`src/rtl/piso7_pkg.sv`:
```
// ============================================================
// Module  : piso7_pkg
// Brief   : Shared types and constants for the 7-bit PISO sequencer.
// Revision: 1.0
// ============================================================
`default_nettype none

package piso7_pkg;

  localparam int WORD_W = 7;
  localparam int SEL_W  = 3;
  localparam logic [SEL_W-1:0] LAST_SEL = 3'd6;

  typedef enum logic [1:0] {
    ST_IDLE  = 2'd0,
    ST_SHIFT = 2'd1,
    ST_GAP   = 2'd2
  } state_t;

endpackage

`default_nettype wire

```
`src/rtl/piso7_sequencer_mux.sv`:
```
// ============================================================
// Module  : MUX7_1
// Brief   : 7:1 bit selector; an out-of-range select yields 0.
// Revision: 1.0
// ============================================================
`default_nettype none

module MUX7_1
  import piso7_pkg::*;
(
  input  logic [0:WORD_W-1] data,
  input  logic [SEL_W-1:0]  sel,
  output logic              y
);

  always_comb begin
    y = 1'b0;
    case (sel)
      3'd0:    y = data[0];
      3'd1:    y = data[1];
      3'd2:    y = data[2];
      3'd3:    y = data[3];
      3'd4:    y = data[4];
      3'd5:    y = data[5];
      3'd6:    y = data[6];
      default: y = 1'b0;
    endcase
  end

endmodule

`default_nettype wire

```
`src/rtl/piso7_sequencer.sv`:
```
// ============================================================
// Module  : piso7_sequencer
// Brief   : Loads a 7-bit word over valid/ready and serialises it
//           bit 0 first through MUX7_1, with first/last framing.
// Revision: 1.0
// ============================================================
`default_nettype none

module piso7_sequencer
  import piso7_pkg::*;
#(
  parameter int unsigned GAP = 0
) (
  input  logic              clk,
  input  logic              rst,
  input  logic [0:WORD_W-1] in_data,
  input  logic              in_valid,
  output logic              in_ready,
  output logic              ser_out,
  output logic              ser_valid,
  input  logic              ser_ready,
  output logic              ser_first,
  output logic              ser_last,
  output logic [SEL_W-1:0]  sel,
  output logic              busy
);

  state_t              r_state;
  logic [SEL_W-1:0]    r_sel;
  logic [0:WORD_W-1]   r_data;
  logic                w_last;
  logic                w_load;
  logic                w_beat;
  logic                w_gap_done;

  assign w_last    = (r_sel == LAST_SEL);
  assign ser_valid = (r_state == ST_SHIFT);
  // Zero-bubble streaming: the final beat of a word doubles as a load slot.
  assign in_ready  = (r_state == ST_IDLE) ||
                     ((GAP == 0) && ser_valid && w_last && ser_ready);
  assign w_load    = in_valid && in_ready;
  assign w_beat    = ser_valid && ser_ready;
  assign ser_first = ser_valid && (r_sel == '0);
  assign ser_last  = ser_valid && w_last;
  assign busy      = (r_state != ST_IDLE);
  assign sel       = r_sel;

  generate
    if (GAP > 0) begin : g_gap
      localparam logic [3:0] c_gap_init = 4'(GAP - 1);
      logic [3:0] r_gap;

      always_ff @(posedge clk) begin
        if (rst) begin
          r_gap <= 4'd0;
        end else if (w_beat && w_last) begin
          r_gap <= c_gap_init;
        end else if ((r_state == ST_GAP) && (r_gap != 4'd0)) begin
          r_gap <= r_gap - 4'd1;
        end
      end

      assign w_gap_done = (r_gap == 4'd0);
    end else begin : g_no_gap
      assign w_gap_done = 1'b1;
    end
  endgenerate

  always_ff @(posedge clk) begin
    if (rst) begin
      r_state <= ST_IDLE;
      r_sel   <= '0;
      r_data  <= '0;
    end else begin
      case (r_state)
        ST_IDLE: begin
          if (w_load) begin
            r_data  <= in_data;
            r_sel   <= '0;
            r_state <= ST_SHIFT;
          end
        end
        ST_SHIFT: begin
          if (w_beat) begin
            if (!w_last) begin
              r_sel <= r_sel + 3'd1;
            end else begin
              r_sel <= '0;
              if (GAP != 0) begin
                r_state <= ST_GAP;
              end else if (w_load) begin
                r_data <= in_data;
              end else begin
                r_state <= ST_IDLE;
              end
            end
          end
        end
        ST_GAP: begin
          if (w_gap_done) begin
            r_state <= ST_IDLE;
          end
        end
        default: r_state <= ST_IDLE;
      endcase
    end
  end

  MUX7_1 u_mux (
    .data (r_data),
    .sel  (r_sel),
    .y    (ser_out)
  );

endmodule

`default_nettype wire
```
`config.mk`:
```
export PLATFORM = sky130hd
export DESIGN_NAME = piso7_sequencer
export DESIGN_NICKNAME = d
export VERILOG_FILES = /design/src/rtl/piso7_pkg.sv /design/src/rtl/piso7_sequencer_mux.sv /design/src/rtl/piso7_sequencer.sv
export SDC_FILE = /design/constraint.sdc
export NUM_CORES = 1
export LEC_CHECK = 0
export ABC_AREA = 1
export CAP_MARGIN = 0
export CORE_MARGIN = 3
export CORE_UTILIZATION = 50
export CTS_BUF_LIST = sky130_fd_sc_hd__clkbuf_8
export DETAILED_ROUTE_END_ITERATION = 8
export GPL_TIMING_DRIVEN = 0
export PLACE_DENSITY_LB_ADDON = 0.2
export SLEW_MARGIN = 20
export SYNTH_ARGS = -nofsm -noshare
export SYNTH_HDL_FRONTEND = slang
export SYNTH_SLANG_ARGS = --single-unit
```
`constraint.sdc`:
```
create_clock -name clk -period 2.68 [get_ports clk]
set_input_delay 0.268 -clock clk [delete_from_list [all_inputs] [get_ports clk]]
set_output_delay 0.268 -clock clk [all_outputs]
set_load 0.01 [all_outputs]
```
# Yosys cells after proc, flatten, opt, wreduce, memory -nomap -nowiden
# Index checks and enable logic that the tools add are counted.
op_classes:
  reduce_logical: 13
  n_addsub: 1
  n_eq_ne: 11
  n_mux: 14
op_table:
  columns: ["operator", "n"]
  rows:
  - ["$mux 7", 3]
  - ["$pmux 7 s2", 1]
  - ["$eq 3x3->1 const B", 3]
  - ["$mux 3", 3]
  - ["$mux 2", 4]
  - ["$pmux 1 s7", 1]
  - ["$eq 3x2->1 const B", 2]
  - ["$pmux 3 s2", 1]
  - ["$reduce_and 3->1", 2]
  - ["$logic_and 1x1->1", 5]
  - ["$ne 2x1->1 const B", 2]
  - ["$ne 2x2->1 const B", 2]
  - ["$pmux 2 s2", 1]
  - ["$reduce_and 4->1", 1]
  - ["$reduce_bool 2->1", 2]
  - ["$add 3x1->3 const B", 1]
  - ["$eq 3x1->1 const B", 1]
  - ["$logic_not 3->1", 1]
  - ["$eq 2x1->1 const B", 1]
  - ["$logic_not 2->1", 1]
  - ["$logic_or 1x1->1", 1]
totals:
  wordCells: 42
  in_bits: 11
  output_inout_bits: 9
  reg_bits: 12

# Longest topological paths before layout
# Gate-level depths: netlist of the first run.
logic_depth:
  ltp_word: 9
  depth_mapped: 7
  mapped_depth_nobuf: 7

# By module
# From an unflattened synthesis of the first run, not the netlist that was laid out.
hier_totals:
  hier_cells: 94
  hier_area_um2: 620.6
modules_own_cells:
  columns: ["module", "n_inst", "cells_per_inst", "seq_area_each_um2", "area_per_inst_um2"]
  rows:
  - ["piso7_sequencer", 1, 77, 220.2, 540.5]
  - ["MUX7_1", 1, 17, 0.0, 80.1]

# Least setup slack after synthesis of the first run
# OpenSTA, ideal clock, no wires.
synth_timing:
  path_kind: "reg2out"
  start: "reg r_sel[2], in the netlist sel[2]"
  end: "out ser_out"
  path_stages_with_launch: 7
  arrival_ps: 997
  required_ps: 2412
  slack_ps: 1415
  path_buffers: 0
  cell_sequence: "dfxtp_1 inv_1 ha_1 nand2_1 nand2_1 nor2_1 nand2_1"
synth_between:
  elab_chain_len: 2
  word_cells_on_any_way: 8
  classes_between: "6 x eq/ne; 1 x mux; 1 x reduce/logical"
synth_lines:
  columns: ["item", "line_no", "text"]
  rows:
  - ["start: declaration", "piso7_sequencer.sv:29", "logic [SEL_W-1:0] r_sel;"]
  - ["start signal: assignment", "piso7_sequencer.sv:86", "r_sel <= r_sel + 3'd1;"]
  - ["$eq 3x3->1 (tied with other cells)", "piso7_sequencer_mux.sv:18", "case (sel)"]
  - ["$pmux 1 s7 *", "piso7_sequencer_mux.sv:18", null]
  - ["end: declaration", "piso7_sequencer.sv:19", "output logic ser_out,"]
# Every way passes the cells marked *; elsewhere a longest branch is shown, timed or not.

# Worst setup path after layout of the first run
layout_timing:
  start: "reg r_sel[1], in the netlist sel[1]"
  end: "out ser_out"
# Same word-level chain as after synthesis.

==> out/results.tsv, run 1 <==
metric	value	unit
vias in the first global route	661	
share of layout cells above drive strength 1	0.131	
Skew-Pair Late Insertion Delay	0.24	ns
CP Cell Sequence	nand3_2, o21ai_0, nor2_1, nand2_1, clkdlybuf4s50_1	
global-route wire length before repair	2.75	mm
ratio of final minimum period to clock period	0.751	
critical path startpoint	sel[1]	
Synth area leaders	dfxtp_1 32%, inv_1 16%, nand2_1 14%, nand4_1 6.4%, nor2_2 6.4%	
post-synth top area share	0.321	
Max-Cap Viols	0	
fin crit period	2.01	ns
H-tree depth	1	
Synth cell types	17	
drt pass-1 iters	6	
Worst path top cell family by delay	buffers and inverters	
post-CTS setup buffers	0	
setup TNS	0	ns
Nets	143	
die footprint	1850	um2
initial antenna violation count	0	
IO Count	20	
Crit Path Max Fanout	7	
Fin. Hold Viols	0	
Detailed Route WL	1.55	mm
Levels on crit path	5	
Crit Path Class	reg2out	
slowest stage delay, CP	0.52	ns
clock buffer depth	2	
starting density of the core	0.572	
Min-Delay Path Class	in2reg	
CP Data Required Time	2.41	ns
fillers	105	
Rel. slew slack	0.801	
worst slew pin tran	0.295	ns
drt wl/cell	10.8	um
YS warnings	0	
overall routing resource usage	0.195	
Worst setup SP type	flip-flop	
Leak	0.487	nW
root buf cell	clkbuf_8	
Mean Syn Cell Area	6.36	um2
grt ovf	0	
cell count after synthesis	108	
Syn Nets	120	
Reg clk slew, reported paths	0.06	ns
Placer Congestion	0.801	
DRT iter0 DRCs	27	
hold_buf cts	0	
Worst setup EP type	output pin	
f_max	497	MHz
Rows	12	
Slew Viols, Final	0	
FF-to-FF End	sel[2]	
Post-Syn Area	687	um2
sequential area share after synthesis	0.321	
Power Dens Cells	490	nW/um2
Remaining DRCs	0	
#FFs+latches synth	11	
crit path to	ser_out	
TritonCTS clock tree	yes	
Num CTS Buffers	3	
largest net degree at the start of global routing	11	
Yosys top cell by area	dfxtp_1	
WP buf/inv	1	
area of the core	1200	um2
clk sink count	11	
Finish-stage setup viols	0	
Vias	702	
post-route ant nets	0	
Setup Skew	0.00378	ns
Die X	43.1	um
Detailed Place HPWL	1.15	mm
Die Span Y	43.1	um
vias per inst	4.88	
R2R depth	6	
worst endpoint data arrival time	1.74	ns
RSZ-0062 raised after global routing	no	
register-to-register setup slack	1.49	ns
VDD IR max	0.000399	V
status	complete, no violations	
CP max-delay cell	clkdlybuf4s50_1	
ant diodes	0	
synthesis-to-finish area growth	35.5	%
worst r2r src	sel[1]	
IO Port Bufs	18	
final hold slack	0.396	ns
post-CTS sizing	0	
[through the flow]
step                 util  power (W)  cells  instance area (um2)  setup slack, ns
floorplan               -   0.000246    108                  687             1.42
global placement    0.736   0.000285    140                  885            0.759
detailed placement  0.736   0.000288    140                  885            0.727
CTS                 0.775   0.000459    144                  931            0.655
global route        0.775   0.000478    144                  931            0.559
finish              0.775   0.000456    144                  931            0.668
[logic make-up after synthesis]
kind of cell               after synthesis  synth area share
AOI/OAI and AO/OA                        8            0.0583
and+or+nand+nor                         55             0.412
adders and majority gates                1            0.0182
buffers and inverters                   33             0.191
DFF                                     11             0.321
[report_power, final]
part,internal (W),switching (W),total [W],leakage [nW]
clock,0.000103,0.0000686,0.000171,0.0255
combinational,0.0000483,0.0000534,0.000102,0.371
sequential,0.000175,0.00000842,0.000184,0.0906
[worst min-delay path, delay by kind of cell]
kind	cells	cell delay (ns)
compound gates	1	0.11
buf+inv	2	0.24
[layer usage]
layer / vias up / share of wire / GRT usage
met4: 0 / 0.017 / 0.0723
li1: 371 / - / -
met1: 299 / 0.44 / 0.254
met3: 5 / 0.065 / 0.0381
met5: - / 0 / 0
met2: 27 / 0.48 / 0.314
[worst min-delay path by stage]
stage	from	to	slack (ns)	cells after the start
global placement	r_data[1]	r_data[1]	0.52	4
floorplan	rst	sel[1]	0.34	1
global route	in_valid	r_state[0]	0.42	3
CTS	in_valid	r_state[0]	0.39	3
finish	in_valid	r_state[0]	0.40	3
detailed placement	r_data[5]	r_data[5]	0.52	4
[final cells by class]
type	count	area, um2	share of cell area
multi-input combinational	64	335	0.360
inverter	31	116	0.125
clock buffer	3	41.3	0.0444
buffer	2	15.0	0.0161
sequential	11	220	0.237
clock inverter	1	5.00	0.00538
tap	14	17.5	0.0188
timing repair buffer	18	180	0.194
[registers in the layout, summed over array words and instances (netlist names)]
signal	flops
r_state	1
sel	3
r_data	7
[cells in the final DEF, fill, tap and decap left out]
cell and count:
nand4_1 7, clkinv_1 1, dfxtp_1 11, nand3_4 1
nand2_1 25, o21ai_1 1, ha_1 1, clkdlybuf4s50_1 18
nor2_2 7, nand3_2 1, inv_1 30, nand3_1 5
nand2_4 2, clkbuf_8 3, nor2_1 7, a21oi_1 4
clkbuf_4 1, o21ai_0 3, clkinv_2 1, buf_4 1
[synth_stat cells]
cell      number
buf_4          1
dfxtp_1       11
nand2_1       25
o21ai_1        1
nand2_4        2
nand3_2        1
o21ai_0        3
nor2_2         7
ha_1           1
nand3_1        5
nor2_1         7
a21oi_1        4
nand4_1        7
inv_1         30
nand3_4        1
clkbuf_4       1
clkinv_1       1
(Power assumes the default switching activity.)
==> run 2, diff against run 1 <==
--- a/config.mk
+++ b/config.mk
@@ -8,7 +8,7 @@
 export ABC_AREA = 1
 export CAP_MARGIN = 0
 export CORE_MARGIN = 3
-export CORE_UTILIZATION = 50
+export CORE_UTILIZATION = 48
 export CTS_BUF_LIST = sky130_fd_sc_hd__clkbuf_8
 export DETAILED_ROUTE_END_ITERATION = 8
 export GPL_TIMING_DRIVEN = 0
==> constraint.sdc (replaced) <==
create_clock -name clk -period 1.91 [get_ports clk]
set_input_delay 0.191 -clock clk [delete_from_list [all_inputs] [get_ports clk]]
set_output_delay 0.191 -clock clk [all_outputs]
set_load 0.01 [all_outputs]
==> run 2 against run 1 <==
Effect of this change:
- sequential share of layout area is 0.48 points higher
- register-to-register slack got worse by 0.72 ns
- critical path depth is 1 higher
- count of clock-buffer cells in the layout unchanged
- non-clock buffer count is the same
- first-iteration DRC count down 41%
- worst setup slack worse by 0.55 ns
- flip-flop and latch count unchanged
- critical endpoint is now in_ready
==> out/results.tsv, run 2 (synthesized netlist as in run 1, its figures left out) <==
metric	value	unit	change
ant diodes	0		unchanged
worst endpoint data arrival time	1.60	ns	-0.14 ns
post-CTS setup buffers	0		unchanged
Die Span Y	43.8	um	+1.8%
status	complete, no violations		
root buf cell	clkbuf_8		
Rel. slew slack	0.738		-0.0631
IO Port Bufs	18		unchanged
overall routing resource usage	0.192		-0.00259
Leak	0.505	nW	+3.6%
Design Power	0.000633	W	+39%
Die X	43.8	um	+1.8%
DRT iter0 DRCs	16		-41%
Placer Congestion	0.767		-4.2%
worst slew pin tran	0.388	ns	+0.0937 ns
commonest non-fill, non-tap cell in the layout	inv_1		
most frequent cells in the layout	30 x inv_1, 25 x nand2_1, 17 x clkdlybuf4s50_1, 9 x dfxtp_1, 8 x nor2_2		
IO Count	20		unchanged
global-route wire length before repair	2.68	mm	-2.8%
Crit Path Class	reg2out		
starting density of the core	0.521		-0.0505
setup TNS	0	ns	unchanged
RSZ-0062 raised after global routing	no		
Fin. Hold Viols	0		unchanged
f_max	557	MHz	
met2 Use GR	0.317		+0.00249
grt ovf	0		unchanged
die footprint	1920	um2	+3.6%
synthesis-to-finish area growth	37.3	%	
Skew-Pair Late Insertion Delay	0.24	ns	about the same
Crit Path Max Fanout	10		+3
drt pass-1 iters	4		-2
CP Cell Sequence	inv_2, nand3_2, nand2_4, nand2_1, inv_1, clkdlybuf4s50_1		
drt wl/cell	11.3	um	+5.3%
Num CTS Buffers	3		unchanged
vias per inst	4.79		-1.8%
area of the core	1320	um2	+9.7%
H-tree depth	1		unchanged
Worst path top cell family by delay	buffers and inverters		
Finish-stage setup viols	0		unchanged
Worst setup EP type	output pin		
initial antenna violation count	0		unchanged
Slew Viols, Final	0		unchanged
CP max-delay cell	clkdlybuf4s50_1		
WP buf/inv	3		+2
slowest stage delay, CP	0.52	ns	about the same
Largest Register	r_data		
Power Dens Cells	670	nW/um2	+37%
TritonCTS clock tree	yes		
Setup Skew	0.00148	ns	-0.00231 ns
VDD IR max	0.000575	V	+44%
Max-Cap Viols	0		unchanged
Most Crowded Layer GR	met2		
Rows	13		+1
vias in the first global route	633		-4.2%
Detailed Place HPWL	1.14	mm	-1.3%
Reg clk slew, reported paths	0.05	ns	about the same
max reg flops	7		unchanged
met1 Use GR	0.226		-0.0289
CP Data Required Time	1.72	ns	-0.69 ns
ratio of final minimum period to clock period	0.939		
cell area after layout	943	um2	+1.3%
share of layout cells above drive strength 1	0.154		+0.0231
clock buffer depth	2		unchanged
Detailed Route WL	1.64	mm	+6.0%
clk sink count	11		unchanged
fin crit period	1.79	ns	
Vias	694		-1.1%
post-route ant nets	0		unchanged
Remaining DRCs	0		unchanged
Worst setup SP type	flip-flop		
Nets	143		unchanged
largest net degree at the start of global routing	11		unchanged
met3 GRT Util	0.0498		+0.0117
Placed Area	886	um2	+0.14%
Min-Delay Path Class	in2reg		
run 2: cell count changes in the layout (fill, tap and decap cells not counted), sizes merged:
cell / previous run / this run
clkinv: 2 / 1
dlymetal6s2s: 0 / 1
clkdlybuf4s50: 18 / 17
inv: 30 / 31
run 2: worst paths after layout:
check / from / to / slack (ns) / depth (start not counted)
worst min register to register: sel[2] / sel[2] / 0.53 / 2
worst max register to register: r_state[0] / sel[1] / 0.77 / 4
worst max-delay path: sel[0] / in_ready / 0.12 / 6
worst min-delay path: in_valid / r_state[0] / 0.32 / 3
run 2: cell type report:
class,count,area (um2)
fillers,108,374
multi-input cells,64,338
flip-flops and latches,11,228
repair buffers,18,183
inverters,31,116
clock buffers,3,41.3
well taps,15,18.8
plain buffers,2,15.0
clock inverters,1,3.75
run 2: through the flow:
stage                     utilization  setup WS [ns]  cells  hold slack, ns
after floorplan                     -          0.722    108           0.260
after global placement          0.672          0.138    141           0.516
after detailed placement        0.672          0.127    141           0.517
after CTS                       0.708        0.00962    145           0.312
after global routing            0.716        0.00505    145           0.317
final                           0.716          0.116    145           0.316
run 2: repair_timing:
action | CTS | global route
gates resized for setup | 2 | 6
setup endpoints to repair | 1 | 2
hold buffers | 0 | 0
run 2: routing by layer:
metal	wire [um]	vias up
met3	96	4
met5	0	-
li1	-	367
met2	808	24
met1	700	299
met4	38	0
run 2: power by group:
group	leakage (nW)	total (W)	switching, W	internal [W]
clock	0.0269	0.000234	0.0000928	0.000142
combinational	0.386	0.000143	0.0000751	0.0000675
sequential	0.0922	0.000256	0.0000123	0.000243
total	0.505	0.000633	0.000180	0.000452
run 2: worst reg2reg max path, delay by kind of cell (launching register included):
family | cells | cell delay, ns
AO/OA/AOI/OAI | 2 | 0.35
flip-flops | 1 | 0.48
AND/OR/NAND/NOR | 2 | 0.25
==> patch 1: new RTL, config.mk and constraints of run 2 <==
Re-encode `state_t` (3 states) as one-hot, 3 bits wide.
--- a/src/rtl/piso7_pkg.sv
+++ b/src/rtl/piso7_pkg.sv
@@ -12,8 +12,8 @@
   localparam logic [SEL_W-1:0] LAST_SEL = 3'd6;
 
-  typedef enum logic [1:0] {
-    ST_IDLE  = 2'd0,
-    ST_SHIFT = 2'd1,
-    ST_GAP   = 2'd2
+  typedef enum logic [2:0] {
+    ST_IDLE  = 3'b001,
+    ST_SHIFT = 3'b010,
+    ST_GAP   = 3'b100
   } state_t;
 
Check against the original RTL: no difference found for any inputs over 10 cycles, from zero or initial values and one cycle with rst high; not proved beyond that.
==> patch 1 against run 2 <==
  * Critical path depth is the same
  * Fmax grew 2.1%
  * Worst setup slack gained 37 ps
  * Final area grew 0.13%
  * Cell count shrank 3.4%
  * Synthesized area shrank 0.18%
  * Sequential cell count grew 1
  * Register-to-register slack lost 160 ps
  * Worst hold slack gained 200 ps
  * Routed wire length shrank 11%
  * Core utilization grew 6.1 points
  * Largest cell class unchanged
  * Highest routed layer unchanged
Power is not compared: it rests on default switching activity, and its combinational part moved more than twofold at a synthesized area within 25%.
==> patch 1: results (changes against run 2) <==
- Synth warn: 0 (unchanged)
- Clock skew: 1.532 ps (+0.05576 ps)
- Register area share after synthesis: 0.3504 (+0.02978)
- Initial DRC count: 14 (-2)
- Post-Syn Instances: 104 (-3.7%)
- Global-route wire length before repair: 2415 um (-9.8%)
- CP Max Fanout: 7 (-3)
- Post-DRT Antenna Nets: 0 (unchanged)
- Final wirelength: 1462 um (-11%)
- Clock buffer count from CTS: 3 (unchanged)
- Placer Congestion: 0.8199 (+6.9%)
- Initial antenna violation count: 0 (unchanged)
- Clock Latency Late Sink: 240 ps (about the same)
- Post-layout util: 0.7767 (+0.06070)
- Worst Hold Class: reg2reg
- Fill cells: 94 (-13%)
- Vias: 668 (-3.7%)
- Dominant cells by area after synthesis: dfxtp_1 35%, nand2_1 16%, nor2_1 11%, inv_1 9.3%, nand2_2 3.6%
- Largest net degree at the start of global routing: 11 (unchanged)
- Antenna diode count: 0 (unchanged)
- Area after DPL: 893.4 um^2 (+0.85%)
- DPL Wire Length: 1114 um (-2.1%)
- Share of layout cells above drive strength 1: 0.1508 (-0.003053)
- Post-layout net count: 140 (-2.1%)
- Synth cell count leaders: 29 x nand2_1, 20 x nor2_1, 17 x inv_1, 12 x dfxtp_1, 4 x nand2_2
- CTS clk-pin slew, worst paths: 50 ps (about the same)
- CP delay by family, top: buffers and inverters
- H-tree Lvls: 1 (unchanged)
- Global Route Usage Sum: 0.1704 (-0.02196)
- Asr flop ratio synth: 0 (unchanged)
- Vias in the first global route: 540 (-15%)
- Worst path slowest cell: clkdlybuf4s50_1
- Slew headroom: 0.8263 (+0.08807)
- Worst path arrival time: 1570 ps (-30 ps)
- Post-synth cell types: 20 (+3)
- Max Buffers Root-to-Sink: 2 (unchanged)
- Number of port buffers: 19 (+1)
- Synth Net Count: 116 (-3.3%)
- Outcome: finished clean
- Pre-CTS setup slack: 312.3 ps (+185.7 ps)
- CP peak stage delay: 520 ps (about the same)
-- patch 1: cell type report --
class,instances,area share
buffer,1,0.01192
timing repair buffer,19,0.2040
tap,14,0.01854
inverter,18,0.07152
multi-input combinational,73,0.3934
sequential,12,0.2570
clock buffer,3,0.04371
-- patch 1: worst register-to-register path: stages (launching register included) --
cell	delay [ps]
dfxtp_2	350
inv_1	100
nand3_2	120
nand2_2	150
nand4_4	130
buf_6	170
nor2_1	110
nor2_2	50
-- patch 1: worst paths after layout --
kind             start   endpoint  slack [ps]  cells past startpoint
max             sel[0]   in_ready         150                      6
min          r_data[4]  r_data[4]         510                      4
max reg2reg     sel[0]  r_data[1]         610                      7
min reg2reg  r_data[4]  r_data[4]         510                      4
-- patch 1: through the flow --
stage	hold WS [ps]	cells
floorplan	260.1	104
global placement	503.7	137
detailed placement	504.6	137
CTS	515.6	140
global route	545.3	140
finish	512.6	140
-- patch 1: power by group --
group | switching, mW | internal, mW
clock | 0.0872 | 0.138
combinational | 0.197 | 0.163
sequential | 0.0346 | 0.298
total | 0.319 | 0.600
-- patch 1: what timing repair did --
action / CTS / global route
setup buffers: 0 / 0
gates resized for setup: 0 / 5
endpoints found under the setup margin: 0 / 2
-- patch 1: cells by family after synthesis --
group	Yosys count	synth area share
flip-flops	12	0.3504
buffers and inverters	19	0.1150
adder cells (fa/ha/maj)	1	0.01825
AND/OR/NAND/NOR	63	0.4398
AO/OA/AOI/OAI	9	0.07664
-- patch 1: layer usage --
metal / global-route usage / share of wire / vias up / routed length, um
met3: 0.05394 / 0.064 / 5 / 93
met2: 0.2587 / 0.47 / 19 / 680
met5: 0 / 0 / - / 0
met1: 0.2198 / 0.45 / 282 / 665
met4: 0.07229 / 0.016 / 0 / 23
li1: - / - / 362 / -
==> patch 2: new RTL, config.mk and constraints of run 2 <==
Made on the original files. The parameter `GAP` goes from 0 to 1.
--- a/src/rtl/piso7_sequencer.sv
+++ b/src/rtl/piso7_sequencer.sv
@@ -10,5 +10,5 @@
   import piso7_pkg::*;
 #(
-  parameter int unsigned GAP = 0
+  parameter int unsigned GAP = 1
 ) (
   input  logic              clk,
Check against the original RTL: not equivalent (a bounded check fails within 10 cycles, from zero or initial values and one cycle with rst high).
==> patch 2 against run 2 <==
  * Routed wire length grew 8.3%
  * Synthesized area grew 19%
  * Via count grew 19%
  * Power grew 23%
  * Register-to-register slack lost 120 ps
  * Worst setup slack gained 2.7 ps
  * Sequential cell count grew 5
  * Cell count grew 11%
  * Final area grew 13%
  * Highest routed layer unchanged
==> patch 2: results (changes against run 2) <==
- Metal-1 WL: 891 um (+27%)
- Min-delay src: g_gap.r_gap[0]
- Final Non-Filler Cells: 161 (+11%)
- Die Area: 2230 um^2 (+16%)
- Clock skew: 2.109 ps (+0.6328 ps)
- Worst r2r src: g_gap.r_gap[0]
- Post-synth cell types: 19 (+2)
- Share of layout cells above drive strength 1: 0.09655 (-0.05729)
- Wire length on met3: 57 um (-41%)
- Leakage power: 0.4769 nW (-5.6%)
- WHS Path Cells: 2 (-1)
- Synth Net Count: 136 (+13%)
- Pre-CTS setup slack: 199.9 ps (+73.27 ps)
- Mean post-synth cell area: 6.632 um^2 (+4.3%)
- Outcome: finished clean
- Post-CTS Resized: 3 (+1)
- Area after DPL: 1026 um^2 (+16%)
- Crit path from: sel[1]
- Vias in the first global route: 708 (+12%)
- FF-to-FF path depth: 5 (+1)
- Worst Hold Class: reg2reg
- Slew @ Worst Pin: 401.6 ps (+13.13 ps)
- Initial DRC count: 13 (-3)
- Dominant cells by area after synthesis: dfxtp_1 39%, nand2_1 12%, nor2_1 11%, inv_1 6.0%, nand3_1 5.5%
- Global-route wire length before repair: 2835 um (+5.9%)
- Number of port buffers: 19 (+1)
- Placer Congestion: 0.8460 (+10%)
- Synth cell count leaders: 26 x nand2_1, 24 x nor2_1, 16 x dfxtp_1, 13 x inv_1, 9 x nand3_1
==> patch 2: stage by stage <==
stage | hold WS, ps | utilization
floorplan | 260.1 | -
global placement | 453.3 | 0.6581
detailed placement | 461.0 | 0.6581
CTS | 469.2 | 0.6862
global route | 490.5 | 0.6862
finish | 466.4 | 0.6862
==> patch 2: path summary, 6_finish.rpt <==
path	to	slack [ps]
min reg2reg	g_gap.r_gap[0]	470
max	ser_first	120
min	g_gap.r_gap[0]	470
max reg2reg	g_gap.r_gap[2]	650
==> patch 2: power by group <==
| part | internal (mW) | switching [mW] |
|---|---|---|
| Sequential | 0.355 | 0.0170 |
| Combinational | 0.0771 | 0.0807 |
| Clock | 0.140 | 0.110 |
| Total | 0.572 | 0.207 |
==> patch 2: logic make-up after synthesis <==
group | synth area share
flip-flops | 0.3926
adder cells (fa/ha/maj) | 0.03067
AND/OR/NAND/NOR | 0.3512
buffers and inverters | 0.08435
XOR/XNOR | 0.01074
AO/OA/AOI/OAI | 0.1304
==> patch 2: area by class of cell <==
cell class              count  area, um^2
repair buffers             19       188.9
multi-input cells          89       426.7
clock buffers               3       41.29
plain buffers               2       11.26
well taps                  16       20.02
flip-flops and latches     16       321.6
fillers                   149       489.2
inverters                  16       60.06
==> patch 2: worst max-delay path, cell delays in order, from the launching register on <==
cell,delay [ps]
dfxtp_1,310
buf_4,150
nor4_1,290
clkdlybuf4s50_1,600
==> patch 2: layer usage <==
metal / track usage / vias to the layer above
li1: - / 435
met1: 0.2225 / 366
met2: 0.2914 / 20
met3: 0.03831 / 4
met4: 0.1160 / 0
met5: 0 / -
